--- config.mk ---
export PLATFORM = sky130hd
export DESIGN_NAME = systolic_mm_nxn
export DESIGN_NICKNAME = d
export VERILOG_FILES = /design/src/rtl/systolic_mm_nxn.sv
export SDC_FILE = /design/constraint.sdc
export NUM_CORES = 1
export LEC_CHECK = 0
export ABC_AREA = 0
export BUFFER_PORTS_ARGS = -buffer_cell sky130_fd_sc_hd__buf_2
export CELL_PAD_IN_SITES_DETAIL_PLACEMENT = 1
export CELL_PAD_IN_SITES_GLOBAL_PLACEMENT = 2
export CORE_MARGIN = 2
export CORE_UTILIZATION = 46
export CTS_CLUSTER_DIAMETER = 60
export DETAILED_ROUTE_END_ITERATION = 10
export GPL_TIMING_DRIVEN = 0
export MAX_ROUTING_LAYER = met4
export PLACE_DENSITY = 0.93
export SYNTH_ARGS = -nofsm -noshare
export SYNTH_HDL_FRONTEND = slang
export SYNTH_SLANG_ARGS = --single-unit
export TNS_END_PERCENT = 1
--- constraint.sdc ---
create_clock -name clk -period 18.47 [get_ports clk]
set_input_delay 2.7705 -clock clk [delete_from_list [all_inputs] [get_ports clk]]
set_output_delay 2.7705 -clock clk [all_outputs]
set_load 0.01 [all_outputs]
--- src/rtl/systolic_mm_nxn.sv ---
// NxN output-stationary systolic matrix multiplier (C = A x B) with valid/ready in and out.
// Define SYSTOLIC_SIGNED_EN for two's-complement operands; default build is unsigned.
module systolic_mm_nxn #(
    parameter int N  = 3,
    parameter int DW = 2,
    parameter int AW = 2*DW + $clog2(N)
) (
    input  logic                   clk,
    input  logic                   reset,
    input  logic                   in_valid,
    output logic                   in_ready,
    input  logic [N*DW-1:0]        a_col,
    input  logic [N*DW-1:0]        b_row,
    output logic                   out_valid,
    input  logic                   out_ready,
    output logic [AW-1:0]          out_data,
    output logic [$clog2(N)-1:0]   out_row,
    output logic [$clog2(N)-1:0]   out_col,
    output logic                   out_last,
    output logic                   busy
);
    localparam int RW  = $clog2(N);
    localparam int DCW = $clog2(2*N+1);

    typedef enum logic [1:0] {IDLE, LOAD, DRAIN, OUT} state_t;
    state_t state;

    logic [RW-1:0]  beat_cnt;
    logic [DCW-1:0] drain_cnt;
    logic           accept;
    logic           start;
    logic [DW-1:0]  a_skew [N];
    logic [DW-1:0]  b_skew [N];
    logic [DW-1:0]  a_pe   [N][N];
    logic [DW-1:0]  b_pe   [N][N];
    logic [AW-1:0]  acc    [N][N];
    logic [AW-1:0]  out_buf[N][N];
    logic [RW-1:0]  row_next;
    logic [RW-1:0]  col_next;

    assign in_ready = (state == IDLE) || (state == LOAD);
    assign accept   = in_valid && in_ready;
    assign start    = accept && (state == IDLE);

    // Input register plus i extra stages for row/column i; idle cycles inject zeros.
    for (genvar gi = 0; gi < N; gi++) begin : g_skew
        logic [DW-1:0] a_sr [gi+1];
        logic [DW-1:0] b_sr [gi+1];
        always_ff @(posedge clk or posedge reset) begin
            if (reset) begin
                for (int s = 0; s <= gi; s++) begin
                    a_sr[s] <= '0;
                    b_sr[s] <= '0;
                end
            end else begin
                a_sr[0] <= accept ? a_col[gi*DW +: DW] : '0;
                b_sr[0] <= accept ? b_row[gi*DW +: DW] : '0;
                for (int s = 1; s <= gi; s++) begin
                    a_sr[s] <= a_sr[s-1];
                    b_sr[s] <= b_sr[s-1];
                end
            end
        end
        assign a_skew[gi] = a_sr[gi];
        assign b_skew[gi] = b_sr[gi];
    end

    for (genvar gi = 0; gi < N; gi++) begin : g_row
        for (genvar gj = 0; gj < N; gj++) begin : g_col
            logic [DW-1:0] a_left;
            logic [DW-1:0] b_up;
            logic [DW-1:0] a_reg;
            logic [DW-1:0] b_reg;
            logic [AW-1:0] acc_reg;
            logic [AW-1:0] prod;

            if (gj == 0) begin : g_a_edge
                assign a_left = a_skew[gi];
            end else begin : g_a_inner
                assign a_left = a_pe[gi][gj-1];
            end
            if (gi == 0) begin : g_b_edge
                assign b_up = b_skew[gj];
            end else begin : g_b_inner
                assign b_up = b_pe[gi-1][gj];
            end

`ifdef SYSTOLIC_SIGNED_EN
            // Low AW bits of the sign-extended product are the exact signed result.
            assign prod = {{(AW-DW){a_reg[DW-1]}}, a_reg} * {{(AW-DW){b_reg[DW-1]}}, b_reg};
`else
            assign prod = {{(AW-DW){1'b0}}, a_reg} * {{(AW-DW){1'b0}}, b_reg};
`endif

            always_ff @(posedge clk or posedge reset) begin
                if (reset) begin
                    a_reg   <= '0;
                    b_reg   <= '0;
                    acc_reg <= '0;
                end else begin
                    a_reg   <= a_left;
                    b_reg   <= b_up;
                    acc_reg <= start ? '0 : acc_reg + prod;
                end
            end

            assign a_pe[gi][gj] = a_reg;
            assign b_pe[gi][gj] = b_reg;
            assign acc[gi][gj]  = acc_reg;
        end
    end

    always_comb begin
        col_next = out_col + 1'b1;
        row_next = out_row;
        if (out_col == RW'(N-1)) begin
            col_next = '0;
            row_next = out_row + 1'b1;
        end
    end

    // Last product reaches PE(N-1,N-1) 2N edges after beat N-1; snapshot one edge later.
    always_ff @(posedge clk or posedge reset) begin
        if (reset) begin
            state     <= IDLE;
            beat_cnt  <= '0;
            drain_cnt <= '0;
            out_valid <= 1'b0;
            out_data  <= '0;
            out_row   <= '0;
            out_col   <= '0;
            out_last  <= 1'b0;
            busy      <= 1'b0;
            for (int i = 0; i < N; i++)
                for (int j = 0; j < N; j++)
                    out_buf[i][j] <= '0;
        end else begin
            case (state)
                IDLE: begin
                    if (accept) begin
                        state    <= LOAD;
                        beat_cnt <= RW'(1);
                        busy     <= 1'b1;
                    end
                end
                LOAD: begin
                    if (accept) begin
                        if (beat_cnt == RW'(N-1)) begin
                            state     <= DRAIN;
                            drain_cnt <= '0;
                        end else begin
                            beat_cnt <= beat_cnt + 1'b1;
                        end
                    end
                end
                DRAIN: begin
                    if (drain_cnt == DCW'(2*N)) begin
                        for (int i = 0; i < N; i++)
                            for (int j = 0; j < N; j++)
                                out_buf[i][j] <= acc[i][j];
                        out_data  <= acc[0][0];
                        out_row   <= '0;
                        out_col   <= '0;
                        out_last  <= 1'b0;
                        out_valid <= 1'b1;
                        state     <= OUT;
                    end else begin
                        drain_cnt <= drain_cnt + 1'b1;
                    end
                end
                OUT: begin
                    if (out_ready) begin
                        if (out_last) begin
                            state     <= IDLE;
                            out_valid <= 1'b0;
                            out_last  <= 1'b0;
                            out_data  <= '0;
                            out_row   <= '0;
                            out_col   <= '0;
                            beat_cnt  <= '0;
                            busy      <= 1'b0;
                        end else begin
                            out_row  <= row_next;
                            out_col  <= col_next;
                            out_data <= out_buf[row_next][col_next];
                            out_last <= (row_next == RW'(N-1)) && (col_next == RW'(N-1));
                        end
                    end
                end
                default: state <= IDLE;
            endcase
        end
    end
endmodule
---- Word level (Yosys, flattened, before mapping) ----
Cells that the tools add are included.
word-level totals
  input bits .............................. 16
  register bits after elaboration ......... 188
  logic and storage cells ................. 173
  output and inout bits ................... 14
operators by class
  add/subtract/negate cells ............... 13
  muxes and demuxes ....................... 58
  $mul .................................... 9
  eq/ne operators ......................... 16
  bitwise gates (word level) .............. 2
  $lt $le $gt $ge ......................... 2
  reductions and logical operators ........ 16
operators by type and width
  cell                                                           count
  6-bit 2-to-1 mux                                               14
  6-bit by 4-bit adder with 6-bit output                         9
  2-bit 2-to-1 mux                                               21
  18-bit binary-select mux with 2-bit select                     1
  2-bit by 2-bit multiplier with 4-bit output                    9
  18-bit 2-to-1 mux                                              2
  2-bit inequality test, second input constant                   7
  6-bit binary-select mux with 2-bit select                      1
  2-bit equality test, second input constant                     6
  6-bit one-hot mux with 2 select lines                          1
  4-bit AND reduction                                            3
  6-bit AND reduction                                            2
  3-bit 2-to-1 mux                                               3
  2-bit one-hot mux with 2 select lines                          2
  2-bit one-hot mux with 4 select lines                          1
  1-bit 2-to-1 mux                                               7
  2-bit by 1-bit adder with 2-bit output, second input constant  3
  3-bit >= comparator, second input constant                     2
  2-bit NOT with 3-bit output                                    2
  1-bit one-hot mux with 2 select lines                          3
  2-bit one-hot mux with 3 select lines                          1
  3-bit one-hot mux with 2 select lines                          1
  2-bit nonzero test                                             3
  3-bit by 1-bit adder with 3-bit output, second input constant  1
  9 further kinds                                                11

---- Depth between registers and ports, before layout ----
Gate-level depths: netlist of run 1.
  depth in word-level cells ............... 12
  depth in mapped cells ................... 9
  depth with buffers taken out ............ 9

---- Worst setup path before layout of run 1 ----
No wires, ideal clock.
  kind .................................... reg2out
  start point ............................. reg state[0]
  end point ............................... out in_ready
  arrival time ............................ 1,154 ps
  stages on the path, launching flop included .. 4
  data required time ...................... 15,699 ps
  slack ................................... 14,546 ps
  path buffers ............................ 1
  path through ............................ dfrtp_1 > ha_1 > or2_2 > clkbuf_1
between the ends
  word-level cells in the longest chain between the ends .. 2
  elaborated cells on any way between the ends .. 3
  classes of those cells .................. 1 x eq/ne; 2 x reduce/logical
ends and longest elaborated chain
  item                                                                               line  text
  start, declared                                                                    26    state_t state;
  start signal, assigned                                                             125   state <= IDLE;
  start signal, assigned                                                             141   state <= LOAD;
  start signal, assigned                                                             149   state <= DRAIN;
  2-bit by 1-bit equality test with 1-bit output or 2-bit zero test (tied branches)  41    assign in_ready = (state == IDLE) || (state == LOAD);
  1-bit logical OR (*)                                                               41
  end, declared                                                                      11    output logic in_ready,
Mark *: on every way between the ends. The rest lies on a longest branch, timed or not.

---- Final worst setup path of run 1 ----
  start point ............................. reg state[1]
  end point ............................... out in_ready
Same word-level chain as after synthesis.

==> impl_metrics.py, run 1 <==
metrics = {
    "cells_and_area": {
        "drive_above_1_share_pct": 11.7,
        "multi_input_area_um2": 3750,
        "fillCellCount": 1940,
        "fin_area_um2": 9800,
        "nets": 858,
        "num_antenna_cells": 0,
        "area_growth_pct": 12.0,
        "final_util_pct": 52.4,
        "regArea_um2": 4700,
    },
    "routing": {
        "final_antenna_net_count": 0,
        "wl_um": 22100,
        "via_per_inst": 5.60,
        "wl_per_cell_um": 21.7,
        "dr.pass1.iters": 6,
        "drc": 0,
        "route.vias.total": 5710,
        "drt_iter0_markers": 343,
    },
    "worst_setup_path": {
        "r2r_setup_slack_ps": 15990,
        "critPathMaxFanout": 10,
        "slowest_delay_ps": 420,
        "slowest_stage": "dfrtp_1",
        "critical_path_class": "flip-flop to output port",
        "timing.rr.start": "state[0]",
        "startpoint": "state[1]",
        "arrival_ps": 1990,
        "worstPathCellList": "inv_1, ha_1, or2_2, clkbuf_1, buf_2",
        "cp-start-kind": "flip-flop",
        "end_kind": "output port",
        "critPathRequiredTime_ps": 15700,
    },
    "floorplan": {
        "floorplan.initialDensity_pct": 46.8,
        "die_w_um": 142,
        "core.rowCount": 50,
        "dieArea_um2": 20100,
        "core_area_um2": 18700,
        "die-height_um": 142,
        "ios": 30,
    },
    "sta": {
        "rsz0062_at_grt": "no",
        "fmax_mhz": 210,
        "worst_pin_slew_ps": 825,
        "post-route-period-util_pct": 25.8,
        "fin_skew_ps": 11.6,
        "layout_min_cycle_time_ps": 4760,
        "maxSlewHeadroom_pct": 45.0,
        "fin_tns_setup_ps": 0,
        "setup_viol": 0,
        "hold_slack_ps": 348,
        "timing.final.hold_violations": 0,
        "report.final.slew_viol_count": 0,
    },
    "global_routing": {
        "antenna_found_initial": 0,
        "grt_overflow_total": 0,
        "grt_max_degree": 103,
        "grt_pass1_vias": 6457,
        "grt_usage_pct": 24.4,
        "grt_pass1_wl_um": 35800,
    },
    "logic_synthesis": {
        "ys_seq_elements": 188,
        "post-synth-top-count-cell": "dfrtp_1",
        "synth_common_cells": "dfrtp_1, ha_1, and2_1",
        "synth_area_leaders": "dfrtp_1, ha_1, mux2_1",
        "seq_area_frac_synth_pct": 53.8,
        "ys_warn_count": 0,
        "yosys.area_share.simple_pct": 11.4,
        "synthFlopType": "dfrtp_1",
        "synth-compound-area-share_pct": 8.75,
        "synth_top_family_by_area": "adder cells",
        "synth_cell_types": 55,
        "syn-cell-area_um2": 8750,
        "yosysTopAreaCellShare_pct": 53.8,
        "synthAdderAreaFrac_pct": 11.6,
        "synth_xor_area_share_pct": 2.70,
        "syn_inst": 723,
        "synth_mux_area_share_pct": 8.44,
        "synth_top_cell_by_area": "dfrtp_1",
        "syn_nets": 809,
        "syn_avg_cell_area_um2": 12.1,
        "async_flop_share_pct": 100,
        "synth-edff-count": 0,
    },
    "power_and_ir_drop": {
        "vdd_ir_drop_max_mv": 0.0717,
        "power.density_nw_per_um2": 122,
        "leakagePower_nw": 5.13,
    },
    "placed_design": {
        "portBuffers": 29,
        "dpl.hpwl_um": 16600,
        "routabilityCongestion": 0.852,
        "dpl_cell_area_um2": 9220,
    },
    "clock_network": {
        "cts_tree": "built",
        "cts-root-buf": "clkbuf_16",
        "post_cts_resize_count": 0,
        "cts_made_buffers": 17,
        "clock_sinks": 188,
        "insertion_delay_ps": 440,
        "postCtsSetupRepairBufs": 0,
        "cts_hold_buf": 0,
        "cts_buffer_depth": 2,
        "cts_max_level": 4,
        "clkTransAtPathRegs_ps": 70,
    },
    "flow_run": {
        "max_cap_viol_count": 0,
    },
    "min_path": {
        "hp-class": "flip-flop to flip-flop",
        "holdCritStartpoint": "g_row[0].g_col[0].b_up[1]",
    },
    "status": {
        "status": "finished clean",
    },
}
-- layer usage --
metal  vias up  GRT usage [%]  wire, um
met5         -              -         0
met2        93           40.9     11200
met4         0           8.00       547
li1       2587              -         -
met3        34           3.54       543
met1      2996           30.7      9800
-- where the power goes --
group | internal [mW] | switching (mW)
Combinational | 0.110 | 0.191
Sequential | 0.481 | 0.0472
Clock | 0.195 | 0.170
Total | 0.786 | 0.408
-- worst max-delay path, delay by kind of cell (launching register included) --
kind | cells | cell delay (ps)
adders and majority gates | 1 | 280
buffers and inverters | 3 | 470
DFF | 1 | 420
and+or+nand+nor | 1 | 370
-- metrics by stage --
step	setup slack, ps	power (mW)	cells
finish	13710	1.19	1019
global route	13550	1.26	1019
CTS	13700	1.20	1019
detailed placement	13840	0.838	987
global placement	8810	0.807	986
floorplan	10590	0.720	723
-- cell type report --
| cell class | instances | share of cell area (%) |
|---|---|---|
| Buffer | 29 | 1.57 |
| Clock buffer | 21 | 4.60 |
| Clock inverter | 11 | 1.33 |
| Inverter | 37 | 1.49 |
| Multi-Input combinational cell | 469 | 38.3 |
| Sequential cell | 188 | 48.0 |
| Tap cell | 234 | 2.99 |
| Timing Repair Buffer | 30 | 1.76 |
-- kinds of logic after synthesis --
group	Yosys count
fa+ha+maj	70
mux	65
flops	188
xor+xnor	27
compound gates	118
buf+inv	66
simple gates	189
-- layout by cell type (no fill, tap or decap), types with 14 or more instances in the layout --
cell	n
clkbuf_16	17
o21ai_1	14
fa_1	18
ha_1	52
buf_2	44
inv_1	35
clkbuf_1	14
and3_1	14
and2_1	48
xnor2_1	18
a21oi_1	39
nand2_1	43
dfrtp_1	188
mux2_1	47
nor2_1	40
-- path summary, 6_finish.rpt --
check / cells past startpoint / to
min in group asynchronous: 2 / g_row[0].g_col[2].acc_reg[3]
max: 5 / in_ready
min: 0 / g_row[0].g_col[0].b_reg[1]
max reg2reg: 6 / g_row[0].g_col[1].acc_reg[3]
min reg2reg: 0 / g_row[0].g_col[0].b_reg[1]
max in group asynchronous: 3 / out_buf[52]
(Power assumes the default switching activity.)
==> run 2, diff against run 1 <==
--- a/config.mk
+++ b/config.mk
@@ -10,12 +10,12 @@
 export CELL_PAD_IN_SITES_DETAIL_PLACEMENT = 1
 export CELL_PAD_IN_SITES_GLOBAL_PLACEMENT = 2
 export CORE_MARGIN = 2
-export CORE_UTILIZATION = 46
+export CORE_UTILIZATION = 43
 export CTS_CLUSTER_DIAMETER = 60
 export DETAILED_ROUTE_END_ITERATION = 10
 export GPL_TIMING_DRIVEN = 0
 export MAX_ROUTING_LAYER = met4
-export PLACE_DENSITY = 0.93
+export PLACE_DENSITY = 0.88
 export SYNTH_ARGS = -nofsm -noshare
 export SYNTH_HDL_FRONTEND = slang
 export SYNTH_SLANG_ARGS = --single-unit
==> constraint.sdc (replaced) <==
create_clock -name clk -period 4.51 [get_ports clk]
set_input_delay 0.6765 -clock clk [delete_from_list [all_inputs] [get_ports clk]]
set_output_delay 0.6765 -clock clk [all_outputs]
set_load 0.01 [all_outputs]
==> impl_metrics.py, run 2 (same netlist as run 1, synthesis figures left out) <==
metrics = {
    "status": {
        "status": "finished clean",
    },
    "global_routing": {
        "grt_usage_pct": 22.5,
        "grt_overflow_total": 0,
        "antenna_found_initial": 0,
        "grt_max_degree": 44,
        "grt_pass1_vias": 6429,
        "grt_pass1_wl_um": 36100,
    },
    "power_and_ir_drop": {
        "clkPwrFrac_pct": 30.2,
        "p_sw_mw": 1.65,
        "intPower_mw": 3.21,
        "power.density_nw_per_um2": 491,
        "p_seq_share_pct": 44.7,
        "p_sw_share_pct": 33.9,
        "p_comb_share_pct": 25.2,
        "vdd_ir_drop_max_mv": 0.262,
        "leakagePower_nw": 5.14,
    },
    "worst_setup_path": {
        "slowest_delay_ps": 400,
        "timing.rr.start": "state[0]",
        "cp_num_buf_inv": 3,
        "r2r_end": "g_row[0].g_col[1].acc_reg[4]",
        "critical_path_class": "flip-flop to output port",
        "arrival_ps": 1930,
        "cp_top_family": "buffers and inverters",
        "worstPathCellList": "inv_1, ha_1, or2_2, clkbuf_1, buf_2",
        "r2r_setup_slack_ps": 2040,
        "cp-start-kind": "flip-flop",
        "critPathMaxFanout": 10,
        "r2r_cells": 6,
        "slowest_stage": "dfrtp_1",
        "end_kind": "output port",
        "critPathRequiredTime_ps": 3830,
    },
    "cells_and_area": {
        "fillCellCount": 2104,
        "most-common-layout-cells": "dfrtp_1, ha_1, and2_1",
        "fin_area_um2": 9880,
        "layout_commonest_cell": "dfrtp_1",
        "drive_above_1_share_pct": 12.1,
        "area_growth_pct": 12.9,
        "nets": 861,
        "num_antenna_cells": 0,
    },
    "min_path": {
        "min_to": "g_row[0].g_col[1].b_reg[0]",
        "holdCritStartpoint": "g_row[0].g_col[1].b_up[0]",
        "hp-class": "flip-flop to flip-flop",
        "whs_path_depth": 0,
    },
    "floorplan": {
        "dieArea_um2": 21500,
        "die-height_um": 147,
        "core.rowCount": 52,
        "floorplan.initialDensity_pct": 43.5,
        "die_w_um": 147,
        "core_area_um2": 20100,
        "ios": 30,
    },
    "clock_network": {
        "clkTransAtPathRegs_ps": 70,
        "insertion_delay_ps": 430,
        "cts_max_level": 4,
        "clock_sinks": 188,
        "cts_buffer_depth": 2,
        "cts_tree": "built",
        "cts_hold_buf": 0,
        "post_cts_resize_count": 0,
        "cts-root-buf": "clkbuf_16",
        "postCtsSetupRepairBufs": 0,
        "cts_made_buffers": 17,
    },
    "flow_run": {
        "max_cap_viol_count": 0,
    },
    "sta": {
        "fmax_mhz": 383,
        "timing.final.hold_violations": 0,
        "report.final.slew_viol_count": 0,
        "layout_min_cycle_time_ps": 2610,
        "setup_viol": 0,
        "fin_skew_ps": 8.73,
        "hold_slack_ps": 349,
        "maxSlewHeadroom_pct": 35.6,
        "fin_tns_setup_ps": 0,
        "rsz0062_at_grt": "no",
        "worst_pin_slew_ps": 963,
        "post-route-period-util_pct": 57.9,
    },
    "routing": {
        "via_per_inst": 5.33,
        "wl_um": 21800,
        "drc": 0,
        "drt_iter0_markers": 215,
        "dr.pass1.iters": 4,
        "final_antenna_net_count": 0,
        "route.vias.total": 5634,
        "wl_per_cell_um": 20.6,
    },
    "placed_design": {
        "dpl.hpwl_um": 16700,
        "portBuffers": 29,
        "dpl_cell_area_um2": 9310,
        "routabilityCongestion": 0.867,
    },
}
==> run 2: worst max-delay path by stage <==
| stage | end | slack (ps) | from | cells after the start |
|---|---|---|---|---|
| 2_1_floorplan | beat_cnt[0] | 1410 | reset | 1 |
| 3_3_place_gp | out_buf[50] | 370 | reset | 2 |
| 3_5_place_dp | g_row[0].g_col[1].acc_reg[4] | 2000 | in_valid | 5 |
| 4_1_cts | in_ready | 1860 | state[1] | 5 |
| 5_1_grt | in_ready | 1730 | state[1] | 5 |
| 6_report | in_ready | 1900 | state[1] | 5 |
==> run 2: worst reg2reg max path, stage by stage (launching register included) <==
cell,delay [ps]
dfrtp_1,420
inv_1,100
ha_1,280
and2_1,160
clkbuf_1,630
clkbuf_1,600
nor2_1,120
==> run 2: stage by stage <==
| stage | setup slack, ps | instances | power (mW) | utilization [%] |
|---|---|---|---|---|
| CTS | 1860 | 1057 | 4.90 | 49.1 |
| global placement | 366 | 1022 | 3.31 | 45.9 |
| global route | 1730 | 1057 | 5.15 | 49.1 |
| floorplan | 1410 | 723 | 2.95 | - |
| detailed placement | 2000 | 1026 | 3.43 | 46.3 |
| finish | 1900 | 1057 | 4.85 | 49.1 |
==> run 2: metal layers <==
layer	up-vias	share of wire [%]	track usage [%]
li1	2574	-	-
met2	78	50	37.1
met1	2951	45	28.7
met3	31	2.4	4.03
met5	-	0	-
met4	0	2.3	6.60
==> run 2: layout make-up <==
cell class | instances | area (um^2) | area share (%)
tap | 270 | 338 | 3.42
timing repair buffer | 33 | 225 | 2.28
multi-input combinational | 469 | 3750 | 38.0
sequential | 188 | 4700 | 47.6
clock buffer | 19 | 433 | 4.38
clock inverter | 12 | 133 | 1.34
buffer | 29 | 154 | 1.56
inverter | 37 | 143 | 1.44
==> run 2: power by group through the flow <==
stage | registers (mW) | clock network [mW] | logic [mW]
detailed placement | 2.20 | 0 | 1.23
floorplan | 2.13 | 0 | 0.821
global placement | 2.17 | 0 | 1.14
CTS | 2.17 | 1.49 | 1.24
global route | 2.20 | 1.56 | 1.39
finish | 2.17 | 1.46 | 1.22
